### config.mk
export PLATFORM = sky130hd
export DESIGN_NAME = fetch_queue
export DESIGN_NICKNAME = d
export VERILOG_FILES = /design/src/rtl/fetch_queue.sv
export SDC_FILE = /design/constraint.sdc
export NUM_CORES = 1
export LEC_CHECK = 0
export BUFFER_PORTS_ARGS = -buffer_cell sky130_fd_sc_hd__clkbuf_2
export CAP_MARGIN = 15
export CORE_MARGIN = 8
export CORE_UTILIZATION = 30
export DETAILED_ROUTE_END_ITERATION = 8
export GPL_TIMING_DRIVEN = 0
export SYNTH_ARGS = -nofsm -noshare
export SYNTH_HDL_FRONTEND = slang
export SYNTH_SLANG_ARGS = --single-unit
### constraint.sdc
create_clock -name clk -period 12.7 [get_ports clk]
set_clock_uncertainty 0.05 [all_clocks]
set_input_delay 0.635 -clock clk [delete_from_list [all_inputs] [get_ports clk]]
set_output_delay 0.635 -clock clk [all_outputs]
set_load 0.1 [all_outputs]
### src/rtl/fetch_queue.sv
// rtl/fetch_queue.sv - dual-wide instruction queue between fetch and dual-issue decode
// Optional FETCH_QUEUE_BYPASS_EN: pass a pushed pair straight to decode when the queue is empty.
module fetch_queue #(
   parameter int DEPTH = 8,
   parameter int PTRW  = 3
) (
   input  logic            clk,
   input  logic            reset,
   input  logic            validf,
   input  logic [31:0]     instrf,
   input  logic [31:0]     instrf2,
   input  logic [31:0]     pcf,
   input  logic            flushd,
   input  logic [1:0]      consume,
   output logic            stallf,
   output logic [31:0]     instrd,
   output logic [31:0]     pcd,
   output logic            validd,
   output logic [31:0]     instrd2,
   output logic [31:0]     pcd2,
   output logic            validd2,
   output logic [PTRW:0]   count
);
   localparam logic [PTRW:0] STALL_AT = (PTRW+1)'(DEPTH - 1);
   localparam logic [PTRW:0] ONE      = (PTRW+1)'(1);

   logic [31:0]     instr_mem [DEPTH];
   logic [31:0]     pc_mem    [DEPTH];
   logic [PTRW-1:0] head, tail;
   logic [PTRW-1:0] head_p1, tail_p1;
   logic [PTRW:0]   count_q, count_next, ce_ext;
   logic [31:0]     pcf_p4;
   logic [1:0]      consume_eff, pop_n, wr_n;
   logic            push, bypass;
   logic            wr_pair, wr_second_only;

   assign head_p1     = head + PTRW'(1);
   assign tail_p1     = tail + PTRW'(1);
   assign pcf_p4      = pcf + 32'd4;
   assign count       = count_q;

   // Uses pre-pop occupancy only, so a full queue never overflows on push+pop.
   assign stallf      = count_q >= STALL_AT;
   assign push        = validf & ~stallf & ~flushd;
   assign consume_eff = (consume == 2'd3) ? 2'd2 : consume;
   assign ce_ext      = (PTRW+1)'(consume_eff);

`ifdef FETCH_QUEUE_BYPASS_EN
   assign bypass = push & (count_q == '0);
`else
   assign bypass = 1'b0;
`endif

   always_comb begin
      pop_n          = 2'd0;
      wr_n           = 2'd0;
      wr_pair        = 1'b0;
      wr_second_only = 1'b0;
      if (bypass) begin
         // Decode eats from the front of the incoming pair; only leftovers are stored.
         wr_n           = 2'd2 - consume_eff;
         wr_pair        = (consume_eff == 2'd0);
         wr_second_only = (consume_eff == 2'd1);
      end else begin
         pop_n = (count_q < ce_ext) ? count_q[1:0] : consume_eff;
         if (push) begin
            wr_n    = 2'd2;
            wr_pair = 1'b1;
         end
      end
      count_next = count_q + (PTRW+1)'(wr_n) - (PTRW+1)'(pop_n);
   end

   always_ff @(posedge clk) begin
      if (reset || flushd) begin
         head    <= '0;
         tail    <= '0;
         count_q <= '0;
      end else begin
         head    <= head + PTRW'(pop_n);
         tail    <= tail + PTRW'(wr_n);
         count_q <= count_next;
      end
   end

   // Storage is not reset; the valid-gated output mux hides stale contents.
   always_ff @(posedge clk) begin
      if (wr_pair) begin
         instr_mem[tail]    <= instrf;
         pc_mem[tail]       <= pcf;
         instr_mem[tail_p1] <= instrf2;
         pc_mem[tail_p1]    <= pcf_p4;
      end else if (wr_second_only) begin
         instr_mem[tail]    <= instrf2;
         pc_mem[tail]       <= pcf_p4;
      end
   end

   always_comb begin
      validd  = (count_q >= ONE);
      validd2 = (count_q > ONE);
      instrd  = validd  ? instr_mem[head]    : 32'h0;
      pcd     = validd  ? pc_mem[head]       : 32'h0;
      instrd2 = validd2 ? instr_mem[head_p1] : 32'h0;
      pcd2    = validd2 ? pc_mem[head_p1]    : 32'h0;
      if (bypass) begin
         validd  = 1'b1;
         validd2 = 1'b1;
         instrd  = instrf;
         pcd     = pcf;
         instrd2 = instrf2;
         pcd2    = pcf_p4;
      end
   end

endmodule

==> metrics.txt, run 1 <==
router iterations before antenna repair 8; crit path time final 5.71 ns; die width 317 um; FF-to-FF End pc_mem[5][28]; worst setup margin 6.99 ns; detailed-route wire length per cell 26.7 um; Fill cells 8708; Post-Synth Simple-Gate Area 11.9%; Critical Path Slowest Stage Cell clkbuf_1; kind of critical path reg -> out; height of the chip 317 um; Worst Path Required 12.02 ns; multiplexer share of the synthesized area 23.1%; max_slew headroom 12.8%; initial antenna violation count 15; CP arrival 5.03 ns; synthesized flop and latch total 513; CORE AREA 0.0900 sq mm; Syn Inst Count 1983; most repeated cell in the gate-level netlist after synthesis nand2_1; Synth Area in Compound Gates 1.20%; Synth Area in Adders 0.635%; run status finished, final reports clean; GP Congestion 0.823; number of synthesized flops with an enable pin 504; gr usage total 18.2%; pin count of the biggest net entering global routing 80; max-slew violation count 0; Worst-path clk slew 0.06 ns; Peak VDD IR 0.178 mV; maximum clock frequency 0.175 GHz; I/O Buffers 236; synth top area cells edfxtp_1, mux4_2, nand2_1, mux2i_1, xnor2_1; row cnt 110; Commonest cells post-synth nand2_1, edfxtp_1, mux4_2; syn_area_per_cell 13.7 sq um; sequential element share of the synthesized area 56.3%; prevailing post-synth register cell edfxtp_1; count of final setup violators 0; ys async rst share 0%; Distinct cells, synth 38; Post-CTS Hold Buffers 0; clock root cell clkbuf_16; critical-path cell list inv_1 -> ha_1 -> nor2b_1 -> clkbuf_1 -> inv_1 -> nor2_1 -> clkbuf_1 -> clkbuf_1 -> nor2_1 -> clkbuf_2; worst r2r src count[3]; critical path depth 10; layout cells sized above 1 28.4%; synthesis-to-finish area growth 17.4%; Setup WS pre-CTS 7.46 ns; DIE AREA 0.101 sq mm; Initial Util 30.2%; remaining routing DRC violations 0; slowest stage delay, CP 0.82 ns; IO Pins 237; Post-DRT Antenna Nets 0; global route overflow 0; CTS sink cnt 513; clk buf depth 3; yosys warns 0; CP Launch Type flop; leakage 10.9 nW; Via Count 18836; Iter 0 DRT Violations 2045; PnR Total Power 6.97 mW; min-delay worst type in -> reg; CTS HTree Levels 2; worst path bufs/invs 6; post-synth top area share 55.6%; Crit. End Element primary output; largest family of logic cells by synthesized area multiplexers; Crit path max-delay family buffers and inverters; final net count 2402; PwrDens 218 mW/mm^2; number of global-route vias before repair 19410; Final Hold Fails 0; first-pass GRT wire length 134000 um; Mapped Nets 2097; detailed-placement wirelength estimate 65000 um; Worst Tran Pin Value 1.31 ns; Worst Setup SP count[3]; Worst-Skew Late Latency 0.60 ns; Post-Syn Area 0.0272 sq mm; final cell utilization of the core 35.5%; CP dominant cell by count clkbuf_1; Post-CTS Setup Bufs 0; post-synth top area cell edfxtp_1; CTS tree yes; Num CTS Buffers 54; Hold Path Sink pc_mem[2][20]; max-capacitance violation count 0; setup_tns 0 ns; Total Wirelength 94000 um; Vias per Instance 5.36; Hold Slack 0.192 ns; Worst Reg2Reg Path Length in Cells 9; Synth Area in XOR/XNOR 3.90%; CP max FO 10; Resized Gates After CTS 0; period utilization 45.0%; Hold Crit Depth 1; R2R setup slack 8.95 ns; hold path start pcf[20]; RSZ-0062 raised after global routing false
-- cell type report --
type | instances | area [sq um] | area share (%)
inverter | 16 | 60.1 | 0.188
tap | 1176 | 1470 | 4.61
buffer | 167 | 741 | 2.32
clock buffer | 64 | 1410 | 4.42
timing repair buffer | 249 | 1450 | 4.55
sequential | 513 | 15300 | 48.0
clock inverter | 36 | 353 | 1.10
antenna | 6 | 15.0 | 0.0470
multi-input combinational | 1287 | 11100 | 34.8
-- routing by layer --
layer	wire [um]	track usage [%]	vias to the layer above
li1	-	-	8047
met1	36500	23.0	9711
met2	46000	30.8	894
met3	8430	4.36	166
met4	2940	5.74	18
met5	109	0	-
-- per-stage QoR --
step	std cells	cell area, sq um
after global routing	3508	31900
final	3514	31900
after global placement	3395	29900
after floorplan	1983	27200
after detailed placement	3407	30100
after CTS	3507	31900
-- registers in the layout, indices dropped and copies added, names as in the netlist --
name and cells:
count 4, instr_mem 256, pc_mem 248, head 3, tail 2
-- report_power, final --
group	internal (mW)	leakage, nW	total (mW)	switching [mW]
clock	0.917	0.859	1.61	0.689
combinational	0.695	5.40	3.42	2.73
sequential	1.92	4.65	1.94	0.0252
total	3.53	10.9	6.97	3.44
-- cells in the final DEF, fill, tap and decap left out, types with 3 or more instances in the layout --
master	count
clkinvlp_4	3
clkinv_2	10
nand3_1	27
nor4_2	4
clkbuf_16	55
and3_1	3
nand2_1	542
clkbuf_1	78
nor2_1	110
nand3b_1	3
inv_6	3
nor4_1	6
a21oi_1	64
mux2i_1	62
diode_2	6
dfxtp_1	9
bufinv_16	6
inv_1	13
fa_1	3
nor2b_1	3
ha_1	9
nor3_2	4
buf_1	29
and2_1	7
nand4_1	28
xor2_1	55
clkinv_1	13
or3_1	4
xnor2_1	64
edfxtp_1	504
nor3_1	16
buf_12	8
buf_16	3
buf_4	6
clkbuf_2	236
and4_1	8
mux4_2	252
buf_2	61
-- worst max-delay path by stage --
stage / to / slack (ns)
2_1_floorplan: instr_mem[2][0] / 6.43
3_3_place_gp: pc_mem[2][26] / 3.71
3_5_place_dp: pcd[6] / 7.46
4_1_cts: pcd[6] / 6.81
5_1_grt: pcd[6] / 6.70
6_report: pcd[6] / 6.99
-- cell families after synthesis --
logic type | count (synthesis)
and+or+nand+nor | 775
xor gates and xnor gates | 121
AOI/OAI and AO/OA | 65
buffers and inverters | 183
DFF | 513
adders and majority gates | 12
muxes | 314
Power figures use the tool's default switching activity.
==> run 2, diff against run 1 <==
==> constraint.sdc (replaced) <==
create_clock -name clk -period 5.5 [get_ports clk]
set_clock_uncertainty 0.05 [all_clocks]
set_input_delay 0.275 -clock clk [delete_from_list [all_inputs] [get_ports clk]]
set_output_delay 0.275 -clock clk [all_outputs]
set_load 0.1 [all_outputs]
==> run 2 against run 1 <==
Effect of this change: total power rose by 130%; routed wire length fell by 0.62%; flip-flop and latch count did not move; via count rose by 1.9%; core utilization rose by 0.96 points; sequential power rose by 130%; final area rose by 2.7%; worst setup slack got worse by 6.3 ns; first-iteration DRC count rose by 3.6%; largest power group unchanged.
==> metrics.txt, run 2 (same netlist as run 1, synthesis figures left out) <==
Vias per Instance 5.33; count of final setup violators 0; placed instance area 0.0301 sq mm; row cnt 110; leading cell type in the layout, fill and taps excluded nand2_1; CTS HTree Levels 2; I/O Buffers 236; initial antenna violation count 14; crit path time final 4.84 ns; layout cells sized above 1 26.9%; CTS sink cnt 513; leakage 11.3 nW; max reg flops 256; Worst-Skew Late Latency 0.59 ns; kind of critical path reg -> out; Crit. End Element primary output; detailed-placement wirelength estimate 63800 um; CORE AREA 0.0900 sq mm; maximum clock frequency 0.207 GHz; gr usage total 18.1%; first-pass GRT wire length 134000 um; Via Count 19202; commonest cells after routing, fill and taps aside nand2_1, edfxtp_1, mux4_2; die width 317 um; IO Pins 237; detailed-route wire length per cell 25.9 um; synthesis-to-finish area growth 20.6%; Final Hold Fails 0; Worst-path clk slew 0.06 ns; PnR Total Power 16.1 mW; clock root cell clkbuf_16; min-delay worst type in -> reg; global route overflow 0; number of global-route vias before repair 19661; CP arrival 4.52 ns; most used routing layer met2; Peak VDD IR 0.473 mV; run status finished, final reports clean; Initial Util 30.2%; cell area after layout 0.0328 sq mm; Worst Path Required 5.18 ns; clk buf depth 3; CP max FO 10; Post-CTS Setup Bufs 0; Total Wirelength 93400 um; height of the chip 317 um; Worst Tran Pin Value 1.16 ns; final net count 2495; remaining routing DRC violations 0; GP Congestion 0.819; max-capacitance violation count 0; period utilization 88.0%; pin count of the biggest net entering global routing 90; CTS tree yes; setup_tns 0 ns; PwrDens 491 mW/mm^2; max-slew violation count 0; met1 usage 23.2%; max_slew headroom 22.8%; Post-DRT Antenna Nets 0; Iter 0 DRT Violations 2119; CP Launch Type flop; router iterations before antenna repair 7; met3 GRT Util 3.73%; met2 Use GR 30.8%; DIE AREA 0.101 sq mm; Num CTS Buffers 54; RSZ-0062 raised after global routing false; Largest Register instr_mem
[run 2: cell types whose count changed in the layout (fill, tap and decap cells not counted), moves of 2 or more]
cell	previous run	this run
buf_6	2	5
dlygate4sd3_1	0	97
clkinv_1	13	16
buf_2	61	59
clkinvlp_4	3	1
buf_12	8	0
clkinv_2	10	5
buf_8	2	4
[run 2: critical path: stages, from the launching register on]
cell      delay [ns]
dfxtp_1         0.36
inv_1           0.11
ha_1            0.18
nor2b_1         0.14
clkbuf_2        0.45
inv_1           0.21
nor2_1          0.28
clkbuf_1        0.52
buf_8           0.24
clkbuf_1        0.64
nor2_1          0.31
clkbuf_2        0.45
[run 2: through the flow]
stage / hold WS [ns] / worst slack [ns] / utilization (%) / instances
floorplan: 0.324 / 0.959 / - / 1983
global placement: 0.440 / -0.102 / 33.2 / 3395
detailed placement: 0.460 / 0.601 / 33.4 / 3402
CTS: 0.0401 / 0.456 / 36.4 / 3596
global route: 0.0638 / 0.348 / 36.4 / 3602
finish: 0.0653 / 0.660 / 36.4 / 3605
[run 2: report_power, final]
group          internal (mW)  switching, mW  leakage [nW]
clock network           2.08           1.58         0.838
registers               4.43         0.0565          4.65
logic                   1.66           6.30          5.77
total                   8.18           7.93          11.3
[run 2: final timing paths]
kind              cells after the start      endpoint      from  slack (ns)
setup / recovery                     11        pcd[6]  count[3]        0.66
hold / removal                        3      count[0]    flushd        0.07
setup reg to reg                      9  pc_mem[4][0]  count[3]        1.57
hold reg to reg                       2       tail[2]   tail[2]        0.56
[run 2: final cells by class]
cell class / instances / area (sq um)
antenna: 7 / 17.5
tap: 1176 / 1470
sequential: 513 / 15300
clock buffer: 65 / 1390
buffer: 167 / 754
inverter: 16 / 60.1
clock inverter: 32 / 342
multi-input combinational: 1287 / 11100
timing repair buffer: 342 / 2330
fill: 8623 / 57200
[run 2: repair_timing]
action,CTS,global route
setup endpoints to repair,8,0
endpoints found under the hold margin,393,0
hold buffers,97,0
gates resized for setup,1,0
[run 2: layer usage]
layer  routed length [um]  part of all wire (%)  vias to the layer above
met2                45800                    49                      934
met1                37200                    40                     9870
met3                 7580                   8.1                      158
li1                     -                     -                     8228
met4                 2740                   2.9                       12
met5                   79                 0.085                        -
==> run 3, diff against run 2 <==
--- a/config.mk
+++ b/config.mk
@@ -7,10 +7,11 @@
 export LEC_CHECK = 0
 export BUFFER_PORTS_ARGS = -buffer_cell sky130_fd_sc_hd__clkbuf_2
 export CAP_MARGIN = 15
-export CORE_MARGIN = 8
-export CORE_UTILIZATION = 30
+export CORE_MARGIN = 5
+export CORE_UTILIZATION = 47
 export DETAILED_ROUTE_END_ITERATION = 8
 export GPL_TIMING_DRIVEN = 0
+export PLACE_DENSITY = 0.65
 export SYNTH_ARGS = -nofsm -noshare
 export SYNTH_HDL_FRONTEND = slang
 export SYNTH_SLANG_ARGS = --single-unit
==> run 3 against run 2 <==
Effect of this change: first-iteration DRC count fell by 4.9%; largest cell class unchanged; worst setup slack worse by 0.27 ns; global-route usage grew 7.9 points.
==> metrics.txt, run 3 (same netlist as run 1, synthesis figures left out) <==
clk buf depth 3; CP max FO 10; Total Wirelength 83500 um; router iterations before antenna repair 5; Final Hold Fails 0; final net count 2490; CTS sink cnt 513; max-slew violation count 0; min-delay worst type in -> reg; maximum clock frequency 0.196 GHz; CORE AREA 0.0575 sq mm; count of final setup violators 0; Crit. End Element primary output; worst path bufs/invs 6; pin count of the biggest net entering global routing 91; row cnt 88; RSZ-0062 raised after global routing false; gr usage total 26.0%; DIE AREA 0.0628 sq mm; GP Congestion 0.834; global route overflow 0; Num CTS Buffers 53; detailed-route wire length per cell 26.2 um; Peak VDD IR 0.524 mV; height of the chip 251 um; clock root cell clkbuf_16; Critical Path Slowest Stage Cell clkbuf_1; PwrDens 491 mW/mm^2; CP Launch Type flop; number of global-route vias before repair 19465; critical-path cell list inv_1 -> ha_1 -> nor2b_1 -> clkbuf_1 -> inv_1 -> nor2_1 -> clkbuf_2 -> clkbuf_1 -> nor2_1 -> clkbuf_2; Fill cells 4761; Vias per Instance 5.96; layout cells sized above 1 26.7%; initial antenna violation count 5; leakage 11.2 nW; crit path time final 5.11 ns; I/O Buffers 236; max reg flops 256; IO Pins 237; first-pass GRT wire length 123000 um; Via Count 18992; Crit path max-delay family buffers and inverters; remaining routing DRC violations 0; slowest stage delay, CP 0.74 ns; run status finished, final reports clean; kind of critical path reg -> out; Worst Tran Pin Value 1.14 ns; die width 251 um; commonest cells after routing, fill and taps aside nand2_1, edfxtp_1, mux4_2; CTS HTree Levels 2; Worst Path Required 5.18 ns; Iter 0 DRT Violations 2015; PnR Total Power 15.8 mW; Initial Util 47.3%; synthesis-to-finish area growth 18.1%; max_slew headroom 23.7%; setup_tns 0 ns; CTS tree yes; Worst-path clk slew 0.06 ns; leading cell type in the layout, fill and taps excluded nand2_1; Largest Register instr_mem; CP arrival 4.78 ns; Post-DRT Antenna Nets 0; detailed-placement wirelength estimate 55100 um; max-capacitance violation count 0; period utilization 92.9%; Worst-Skew Late Latency 0.60 ns
run 3: cell count changes in the layout (fill, tap and decap cells not counted), sizes merged, moves of 2 or more:
cell and change:
clkinv +5, inv -2, clkbuf -3, buf -4
bufinv -2, diode -3
run 3: layout make-up:
type	instances	area, sq um	area share [%]
plain buffers	167	754	2.35
diodes	4	10.0	0.0312
clock inverters	32	243	0.756
well taps	765	957	2.98
inverters	16	60.1	0.187
multi-input cells	1287	11100	34.6
flip-flops and latches	513	15300	47.7
clock buffers	62	1400	4.37
repair buffers	338	2270	7.07
run 3: metrics by stage:
| stage | cell area (sq um) | std cells | hold slack [ns] | utilization (%) | setup slack [ns] |
|---|---|---|---|---|---|
| 4_1_cts | 32100 | 3180 | 0.0210 | 55.9 | 0.165 |
| 6_report | 32100 | 3184 | 0.0463 | 55.9 | 0.392 |
| 5_1_grt | 32100 | 3183 | 0.0587 | 55.9 | 0.335 |
| 3_3_place_gp | 29400 | 2984 | 0.448 | 51.1 | 0.0290 |
| 3_5_place_dp | 29500 | 2989 | 0.457 | 51.3 | 0.831 |
| 2_1_floorplan | 27200 | 1983 | 0.324 | - | 0.959 |
run 3: where the power goes:
| group | switching, mW | internal (mW) |
|---|---|---|
| clock network | 1.53 | 1.99 |
| registers | 0.0555 | 4.43 |
| logic | 6.12 | 1.64 |
| total | 7.71 | 8.06 |
run 3: worst register-to-register path, stage by stage, from the launching register on:
cell,delay [ns]
dfxtp_1,0.42
inv_1,0.10
ha_1,0.21
and3_1,0.19
or3_1,0.41
clkbuf_1,0.19
inv_1,0.09
clkbuf_1,0.70
buf_6,0.64
buf_16,0.40
run 3: timing repair:
item / 4_1_cts / 5_1_grt
buffers inserted: 0 / 0
endpoints found under the setup margin: 0 / 1
hold buffers: 97 / 0
gates resized for setup: 0 / 3
hold endpoints to repair: 393 / 0
run 3: final timing paths:
| kind | cells past startpoint | slack (ns) | to | from |
|---|---|---|---|---|
| hold reg to reg | 2 | 0.53 | tail[2] | tail[2] |
| setup reg to reg | 9 | 1.61 | pc_mem[4][26] | count[3] |
| hold / removal | 3 | 0.05 | head[1] | flushd |
| setup / recovery | 10 | 0.39 | pcd[6] | count[3] |
run 3: per-layer routing:
layer / part of all wire (%) / vias to the layer above / GRT usage, %
li1: - / 8217 / -
met1: 38 / 9610 / 35.5
met2: 49 / 1006 / 42.7
met3: 9.7 / 155 / 5.09
met4: 3.3 / 4 / 8.20
met5: 0.032 / - / 0
